### config.mk
export PLATFORM = sky130hd
export DESIGN_NAME = mor_sym_sequencer
export DESIGN_NICKNAME = d
export VERILOG_FILES = /design/src/rtl/mor_seq_pkg.sv /design/src/rtl/mor_char_fifo.sv /design/src/rtl/mor_sym_sequencer.sv
export SDC_FILE = /design/constraint.sdc
export NUM_CORES = 1
export LEC_CHECK = 0
export ABC_AREA = 1
export BUFFER_PORTS_ARGS = -buffer_cell sky130_fd_sc_hd__buf_2
export CAP_MARGIN = 5
export CORE_ASPECT_RATIO = 0.7
export CORE_UTILIZATION = 64
export DETAILED_ROUTE_END_ITERATION = 12
export PLACE_DENSITY = 0.86
export SYNTH_ARGS = -nofsm -noshare
export SYNTH_HDL_FRONTEND = slang
export SYNTH_SLANG_ARGS = --single-unit
### constraint.sdc
create_clock -name clk -period 4.1 [get_ports clk]
set_input_delay 1.025 -clock clk [delete_from_list [all_inputs] [get_ports clk]]
set_output_delay 1.025 -clock clk [all_outputs]
set_load 0.02 [all_outputs]
### src/rtl/mor_seq_pkg.sv
// Shared types for the Morse symbol sequencer: queued character format and FSM states.
package mor_seq_pkg;

  localparam int MOR_MAX_SYMS = 5;

  typedef struct packed {
    logic [2:0] len;
    logic [4:0] bits;
    logic       word_end;
  } mor_char_t;

  typedef enum logic [1:0] {IDLE, SYM, GAP, SPACE} seq_state_e;

endpackage

### src/rtl/mor_char_fifo.sv
// Small synchronous FIFO of encoded Morse characters with occupancy count.
module mor_char_fifo
  import mor_seq_pkg::*;
#(
  parameter int DEPTH = 4
) (
  input  logic                     clk,
  input  logic                     rst,
  input  logic                     push,
  input  mor_char_t                wdata,
  input  logic                     pop,
  output mor_char_t                rdata,
  output logic [$clog2(DEPTH):0]   count,
  output logic                     full,
  output logic                     empty
);

  localparam int AW = $clog2(DEPTH);

  mor_char_t       mem [DEPTH];
  logic [AW-1:0]   wr_ptr;
  logic [AW-1:0]   rd_ptr;
  logic            do_push;
  logic            do_pop;

  assign full    = (count == ($clog2(DEPTH)+1)'(DEPTH));
  assign empty   = (count == '0);
  assign do_push = push && !full;
  assign do_pop  = pop && !empty;
  assign rdata   = mem[rd_ptr];

  always_ff @(posedge clk) begin
    if (do_push) mem[wr_ptr] <= wdata;
  end

  // Power-of-two depth lets the pointers wrap by natural overflow.
  always_ff @(posedge clk or negedge rst) begin
    if (!rst) begin
      wr_ptr <= '0;
      rd_ptr <= '0;
      count  <= '0;
    end else begin
      if (do_push) wr_ptr <= wr_ptr + 1'b1;
      if (do_pop)  rd_ptr <= rd_ptr + 1'b1;
      case ({do_push, do_pop})
        2'b10:   count <= count + 1'b1;
        2'b01:   count <= count - 1'b1;
        default: count <= count;
      endcase
    end
  end

endmodule

### src/rtl/mor_sym_sequencer.sv
// Pops queued Morse characters and serialises them into detector input pulses.
//   state | meaning
//   IDLE  | waiting for enable and a queued character; pops and classifies it
//   SYM   | emitting one dot/dash pulse for the current symbol
//   GAP   | silent inter-symbol cycles
//   SPACE | emitting the char- or word-space pulse that ends the character
module mor_sym_sequencer
  import mor_seq_pkg::*;
#(
  parameter int GAP_CYCLES = 1,
  parameter int FIFO_DEPTH = 4,
  parameter int MAX_SYMS   = MOR_MAX_SYMS
) (
  input  logic                          clk,
  input  logic                          rst,
  input  logic                          enable,
  input  logic                          in_valid,
  output logic                          in_ready,
  input  logic [2:0]                    in_len,
  input  logic [4:0]                    in_bits,
  input  logic                          in_word_end,
  output logic                          dot_inp,
  output logic                          dash_inp,
  output logic                          char_space_inp,
  output logic                          word_space_inp,
  output logic                          busy,
  output logic [$clog2(FIFO_DEPTH):0]   fifo_count,
  output logic                          len_err
);

  localparam logic [3:0] GAP_LOAD = (GAP_CYCLES > 0) ? 4'(GAP_CYCLES - 1) : 4'd0;

  seq_state_e  state_q, state_d;
  logic [4:0]  sym_bits_q, sym_bits_d;
  logic [2:0]  sym_cnt_q, sym_cnt_d;
  logic        word_end_q, word_end_d;
  logic [3:0]  gap_cnt_q, gap_cnt_d;
  logic        dot_d, dash_d, char_d, word_d, len_err_d;
  logic        push, pop, full, empty;
  logic [2:0]  align_sh;
  mor_char_t   head;
  mor_char_t   wr_char;

  assign in_ready = !full;
  assign push     = in_valid && in_ready;
  assign wr_char  = '{len: in_len, bits: in_bits, word_end: in_word_end};
  assign busy     = (state_q != IDLE) || (fifo_count != '0);
  // Left-align the pattern so the first symbol always sits in bit 4.
  assign align_sh = 3'(MOR_MAX_SYMS) - head.len;

  mor_char_fifo #(.DEPTH(FIFO_DEPTH)) u_fifo (
    .clk   (clk),
    .rst   (rst),
    .push  (push),
    .wdata (wr_char),
    .pop   (pop),
    .rdata (head),
    .count (fifo_count),
    .full  (full),
    .empty (empty)
  );

  always_comb begin
    state_d    = state_q;
    sym_bits_d = sym_bits_q;
    sym_cnt_d  = sym_cnt_q;
    word_end_d = word_end_q;
    gap_cnt_d  = gap_cnt_q;
    dot_d      = 1'b0;
    dash_d     = 1'b0;
    char_d     = 1'b0;
    word_d     = 1'b0;
    len_err_d  = 1'b0;
    pop        = 1'b0;
    case (state_q)
      IDLE: begin
        if (enable && !empty) begin
          pop        = 1'b1;
          sym_bits_d = head.bits << align_sh;
          sym_cnt_d  = head.len;
          word_end_d = head.word_end;
          if (head.len > 3'(MAX_SYMS)) len_err_d = 1'b1;
          else if (head.len != 3'd0)   state_d   = SYM;
          else if (head.word_end)      state_d   = SPACE;
        end
      end
      SYM: begin
        dash_d     = sym_bits_q[4];
        dot_d      = !sym_bits_q[4];
        sym_bits_d = sym_bits_q << 1;
        sym_cnt_d  = sym_cnt_q - 3'd1;
        if (GAP_CYCLES > 0) begin
          state_d   = GAP;
          gap_cnt_d = GAP_LOAD;
        end else if (sym_cnt_q == 3'd1) begin
          state_d = SPACE;
        end
      end
      GAP: begin
        if (gap_cnt_q == 4'd0) state_d = (sym_cnt_q != 3'd0) ? SYM : SPACE;
        else                   gap_cnt_d = gap_cnt_q - 4'd1;
      end
      SPACE: begin
        word_d  = word_end_q;
        char_d  = !word_end_q;
        state_d = IDLE;
      end
      default: state_d = IDLE;
    endcase
  end

  always_ff @(posedge clk or negedge rst) begin
    if (!rst) begin
      state_q        <= IDLE;
      sym_bits_q     <= '0;
      sym_cnt_q      <= '0;
      word_end_q     <= 1'b0;
      gap_cnt_q      <= '0;
      dot_inp        <= 1'b0;
      dash_inp       <= 1'b0;
      char_space_inp <= 1'b0;
      word_space_inp <= 1'b0;
      len_err        <= 1'b0;
    end else begin
      state_q        <= state_d;
      sym_bits_q     <= sym_bits_d;
      sym_cnt_q      <= sym_cnt_d;
      word_end_q     <= word_end_d;
      gap_cnt_q      <= gap_cnt_d;
      dot_inp        <= dot_d;
      dash_inp       <= dash_d;
      char_space_inp <= char_d;
      word_space_inp <= word_d;
      len_err        <= len_err_d;
    end
  end

endmodule

; ---- After elaboration in Yosys (flattened, before gate mapping)
; Memories as Yosys holds them, arrays and structs flattened.
; Index checks and enable logic that the tools add are counted.
[classes]
addsub = 7
order_cmp = 1
eq_ne = 11
shifts = 1
muxes = 25
n_reduce_logical = 23
[ops]
columns = op, count
row1 = $mux W2, 6
row2 = $pmux W3 S2, 2
row3 = $mux W1, 11
row4 = $pmux W5 S2, 1
row5 = $reduce_bool A3 Y1, 3
row6 = $ne A2 B2 Y1 const B, 4
row7 = $pmux W2 S4, 1
row8 = $pmux W4 S2, 1
row9 = $reduce_bool A2 Y1, 4
row10 = $eq A2 B2 Y1 const B, 3
row11 = $reduce_and A2 Y1, 3
row12 = $sub A3 B1 Y3 const B, 2
row13 = $mux W5, 1
row14 = $shl A5 B3 Y5, 1
row15 = $add A2 B1 Y2 const B, 2
row16 = $eq A2 B1 Y1 const B, 2
row17 = $logic_and A1 B1 Y1, 4
row18 = $logic_not A1 Y1, 4
row19 = $logic_not A4 Y1, 1
row20 = $mux W4, 1
row21 = $reduce_and A4 Y1, 1
row22 = $sub A4 B1 Y4 const B, 1
row23 = $add A3 B1 Y3 const B, 1
row24 = $eq A3 B3 Y1 const B, 1
row25 = 7 further kinds, 7
[totals]
regBits = 27
ram_bits = 36
output_inout_bits = 10
n_memories = 1
[mem_list]
columns = name, words, width, read_ports, rd_clocked_by_memory_dff, write_ports, line
row1 = u_fifo.mem, 4, 9, 1, 0, 1, mor_char_fifo.sv:20  ; mor_char_t mem [DEPTH];

; ---- Longest topological paths before layout
[depth]
ltp_word = 8
mapped_depth = 13
ltp_nobuf = 11

; ---- By module
; From an unflattened synthesis, not the netlist that was laid out.
[unflattened]
cells_unflattened = 316
hier_area_um2 = 3032.9
[by_module_without_submodules]
columns = mod, n_inst, cells_each, area_each_um2, seq_area_each_um2
row1 = mor_char_fifo, 1, 165, 1885.6, 1256.2
row2 = mor_sym_sequencer, 1, 151, 1147.4, 500.5

; ---- Least setup slack after synthesis
; No wires, ideal clock.
[synth_timing]
path_kind = input -> register
startpoint = input port enable
endpoint = register u_fifo.count[2]
arrival_ns = 2.261
path_slack_ns = 1.708
stages = 9
path_buffers = 1
cell_sequence = nand3_1 -> buf_2 -> inv_1 -> ha_1 -> inv_1 -> fa_1 -> a21oi_1 -> o21ai_0 -> xor2_1
[synth_via]
elab_chain_cells = 6
[synth_lines]
columns = element, line
row1 = from (decl), mor_sym_sequencer.sv:16  ; input logic enable,
row2 = $logic_and A1 B1 Y1 (*), mor_sym_sequencer.sv:77  ; if (enable && !empty) begin
row3 = $mux W1 (*), mor_sym_sequencer.sv:77
row4 = $mux W1 (*), mor_sym_sequencer.sv:75  ; case (state_q)
row5 = $logic_and A1 B1 Y1 (*), mor_char_fifo.sv:29  ; assign do_pop = pop && !empty;
row6 = via u_fifo.do_pop, mor_char_fifo.sv:24  ; logic do_pop;
row7 = $eq A2 B1 Y1 or $eq A2 B2 Y1 (tied branches), mor_char_fifo.sv:45  ; case ({do_push, do_pop})
row8 = $pmux W3 S2 or $reduce_bool A2 Y1 (tied branches), n/a
row9 = to (signal assigned), mor_char_fifo.sv:46  ; 2'b10: count <= count + 1'b1;
row10 = to (signal assigned), mor_char_fifo.sv:47  ; 2'b01: count <= count - 1'b1;
row11 = to (signal assigned), mor_char_fifo.sv:48  ; default: count <= count;
row12 = to (decl), mor_char_fifo.sv:13  ; output logic [$clog2(DEPTH):0] count,
; The timed path passes the listed nets; every way through them passes the cells marked *.
; A chain may end at the register's enable or synchronous reset.

; ---- Final worst setup path
; Ends and elaborated chain as after synthesis.

==> impl_metrics.ini <==
[final_layout]
drive_gt1_share_pct = 17.8
antenna_cells = 0
area_growth_pct = 11.8
fin_nets = 332
final_cells = 369
fill_cells = 277

[routing]
firstDrtPassIters = 5
ant_nets = 0
dr_total_vias = 2045
via_per_inst = 5.54
wl_per_cell_um = 14.9
drt_iter0_markers = 170
drcViolationCount = 0
wl_um = 5490

[yosys]
synth_area_sq_um = 2930
synth_top_area_share_pct = 36.9
synth_top_cell_by_area = edfxtp_1
yosys_warnings = 0
synth_nets = 305
ys_top_cells_by_area = edfxtp_1 37%, dfrtp_1 23%, nand2_1 9.0%
ys.flop_type = edfxtp_1
ys_seq_area_share_pct = 60.0
synth_cell_type_count = 34
syn_inst = 282
synthArstFlopShare_pct = 42.9
syn-mean-instance-area_sq_um = 10.4
synth_edf_count = 36
synth-seq-cells = 63

[sta]
finalSetupTns_ns = 0
drv_slew = 0
setup_viol = 0
period_share_pct = 60.0
rsz0062_at_grt = no
setup_ws_ns = 1.64
fmaxAchievable_ghz = 0.407
finalHoldViolCount = 0
worst_slew_pin_slew_ns = 0.859
finalClockSkew_ns = 0.0112
hold_ws_ns = 0.425
finalCriticalPeriod_ns = 2.46
slew_headroom_pct = 42.5

[power]
irDropWorstVdd_mv = 0.452
total_power_w = 0.00262
total_leakage_power_nw = 1.51
p_per_area_nw_per_um2 = 802

[cts]
cts_root_buf = clkbuf_8
clk-insertion-delay-late_ns = 0.35
cts_resized = 0
cts_tree = built
cts_made_buffers = 9
clkSinkCount = 63
hold_buffers = 0
postCtsSetupBuffers = 0
clkSlewWorstSetupHoldPaths_ns = 0.08
h-tree-depth = 3
clock_path_buffers = 2

[global_route]
track_usage_pct = 25.3
antenna_found_initial = 0
grt_max_degree = 28
grt-ovfl-total = 0
grt_pass1_vias = 1958
grt_pass1_wl_um = 9020

[worst_setup_path]
required_ns = 4.32
crit_type = in2reg
critPathTopFamily = adder cells
crit_slowest_cell = fa_1
critPathMaxStageDelay_ns = 0.38
critical_path.max_fanout = 11
arrival_ns = 2.68
worst_setup_path_end_kind = flop
cp_cell_sequence = buf_2 -> nand3_1 -> inv_1 -> ha_1 -> inv_1 -> fa_1 -> a21oi_1 -> o21ai_0 -> xor2_1
crit_buf_inv = 3
startpoint_type = primary input
cpMostUsedCell = inv_1

[floorplan]
core_area_sq_um = 4350
row_count = 20
die_h_um = 58.6
initial_core_util_pct = 67.2
dieArea_sq_um = 4850
io_pins = 23
die_x_um = 82.8

[placed_design]
place_inst = 353
routabilityCongestion = 0.836
place_ws_ns = 1.32
dpl.hpwl_um = 3590
numPortBuffers = 22

[run]
maxCapViolCount = 0

[status]
status = completed

[worst_hold_path]
hold_path_class = reg2reg
[kinds of logic after synthesis]
logic type               share of synthesized area [%]
AND/OR/NAND/NOR                                   21.2
adder cells (fa/ha/maj)                           4.53
AO/OA/AOI/OAI                                     4.53
XOR/XNOR                                          2.39
buffers and inverters                             7.39
flip-flops                                        60.0
[registers in the layout, summed over array words and instances, names as in the netlist, 2 cells and up]
register / count
sym_cnt_q: 3
u_fifo.rd_ptr: 2
u_fifo.count: 3
sym_bits_q: 5
state_q: 2
gap_cnt_q: 4
u_fifo.wr_ptr: 2
u_fifo.mem: 36
[power breakdown]
group	switching, W	internal (W)
Sequential	0.000130	0.000851
Combinational	0.000712	0.000336
Clock	0.000252	0.000343
[metrics by stage]
stage	cell area [sq um]	util, %
final	3270	75.1
after global routing	3270	75.1
after CTS	3270	75.1
after detailed placement	3050	70.1
after global placement	3050	70.1
after floorplan	2930	-
[per-layer routing]
layer  vias up  wire length [um]  track usage (%)
met5         -                 0                0
met2        86              2560             41.0
li1        972                 -                -
met3        13               429             9.12
met1       974              2420             32.4
met4         0                75             8.62
[worst paths after layout]
kind	from	end	slack (ns)	cells past startpoint
min in group asynchronous	rst	gap_cnt_q[1]$_DFFE_PN0P_	0.67	1
hold / removal	sym_bits_q[4]$_DFFE_PN0P_	dot_inp$_DFF_PN0_	0.42	1
hold reg to reg	sym_bits_q[4]$_DFFE_PN0P_	dot_inp$_DFF_PN0_	0.42	1
setup reg to reg	u_fifo.rd_ptr[0]$_DFFE_PN0P_	sym_bits_q[2]$_DFFE_PN0P_	1.66	11
setup / recovery	enable	u_fifo.count[2]$_DFFE_PN0P_	1.64	9
max in group asynchronous	rst	u_fifo.wr_ptr[1]$_DFFE_PN0P_	3.03	1
[cells in the final DEF (no fill, tap or decap), types with 2 or more instances in the layout]
| master | synthesis | final |
|---|---|---|
| xnor2_1 | 2 | 2 |
| a21oi_1 | 4 | 4 |
| edfxtp_1 | 36 | 36 |
| dfrtp_1 | 27 | 27 |
| nand4_1 | 2 | 2 |
| nor2_1 | 13 | 13 |
| o221ai_1 | 2 | 2 |
| nor2_2 | 2 | 2 |
| buf_2 | 2 | 22 |
| bufinv_16 | 0 | 2 |
| o22ai_1 | 5 | 5 |
| nand2_1 | 70 | 70 |
| nand2_2 | 6 | 6 |
| o21ai_0 | 5 | 5 |
| ha_1 | 9 | 9 |
| nand3_2 | 2 | 2 |
| clkbuf_8 | 0 | 9 |
| inv_4 | 3 | 3 |
| inv_1 | 37 | 37 |
| xor2_1 | 6 | 6 |
| nand2_4 | 3 | 3 |
| clkinvlp_4 | 0 | 2 |
| o21ai_1 | 2 | 2 |
| o211ai_1 | 2 | 2 |
| nand3_1 | 29 | 29 |
[cell type report]
class	instances	area [sq um]	area share (%)
Inverter	41	161	4.93
Timing Repair Buffer	22	110	3.37
Multi-Input combinational cell	172	955	29.2
Clock inverter	7	96.3	2.94
Clock buffer	9	124	3.79
Sequential cell	63	1760	53.7
Tap cell	55	68.8	2.10
[cell usage after synthesis, types with 2 or more instances]
cell / count
edfxtp_1: 36
nand4_1: 2
nand3_1: 29
buf_2: 2
dfrtp_1: 27
nand3_2: 2
nor2_1: 13
o221ai_1: 2
nor2_2: 2
o211ai_1: 2
inv_4: 3
o21ai_1: 2
nand2_1: 70
nand2_2: 6
a21oi_1: 4
inv_1: 37
buf_6: 2
ha_1: 9
o22ai_1: 5
nand2_4: 3
xnor2_1: 2
o21ai_0: 5
xor2_1: 6
[worst register-to-register path: stages, from the launching register on]
cell and delay (ns):
dfrtp_1 0.77, inv_4 0.23, nand2_1 0.13, nand3_1 0.07, nand2_1 0.18, inv_1 0.07
ha_1 0.29, inv_1 0.05, nor2_1 0.20, a21boi_1 0.23, nand2_1 0.10, nand3_1 0.07
(Power assumes the default switching activity.)
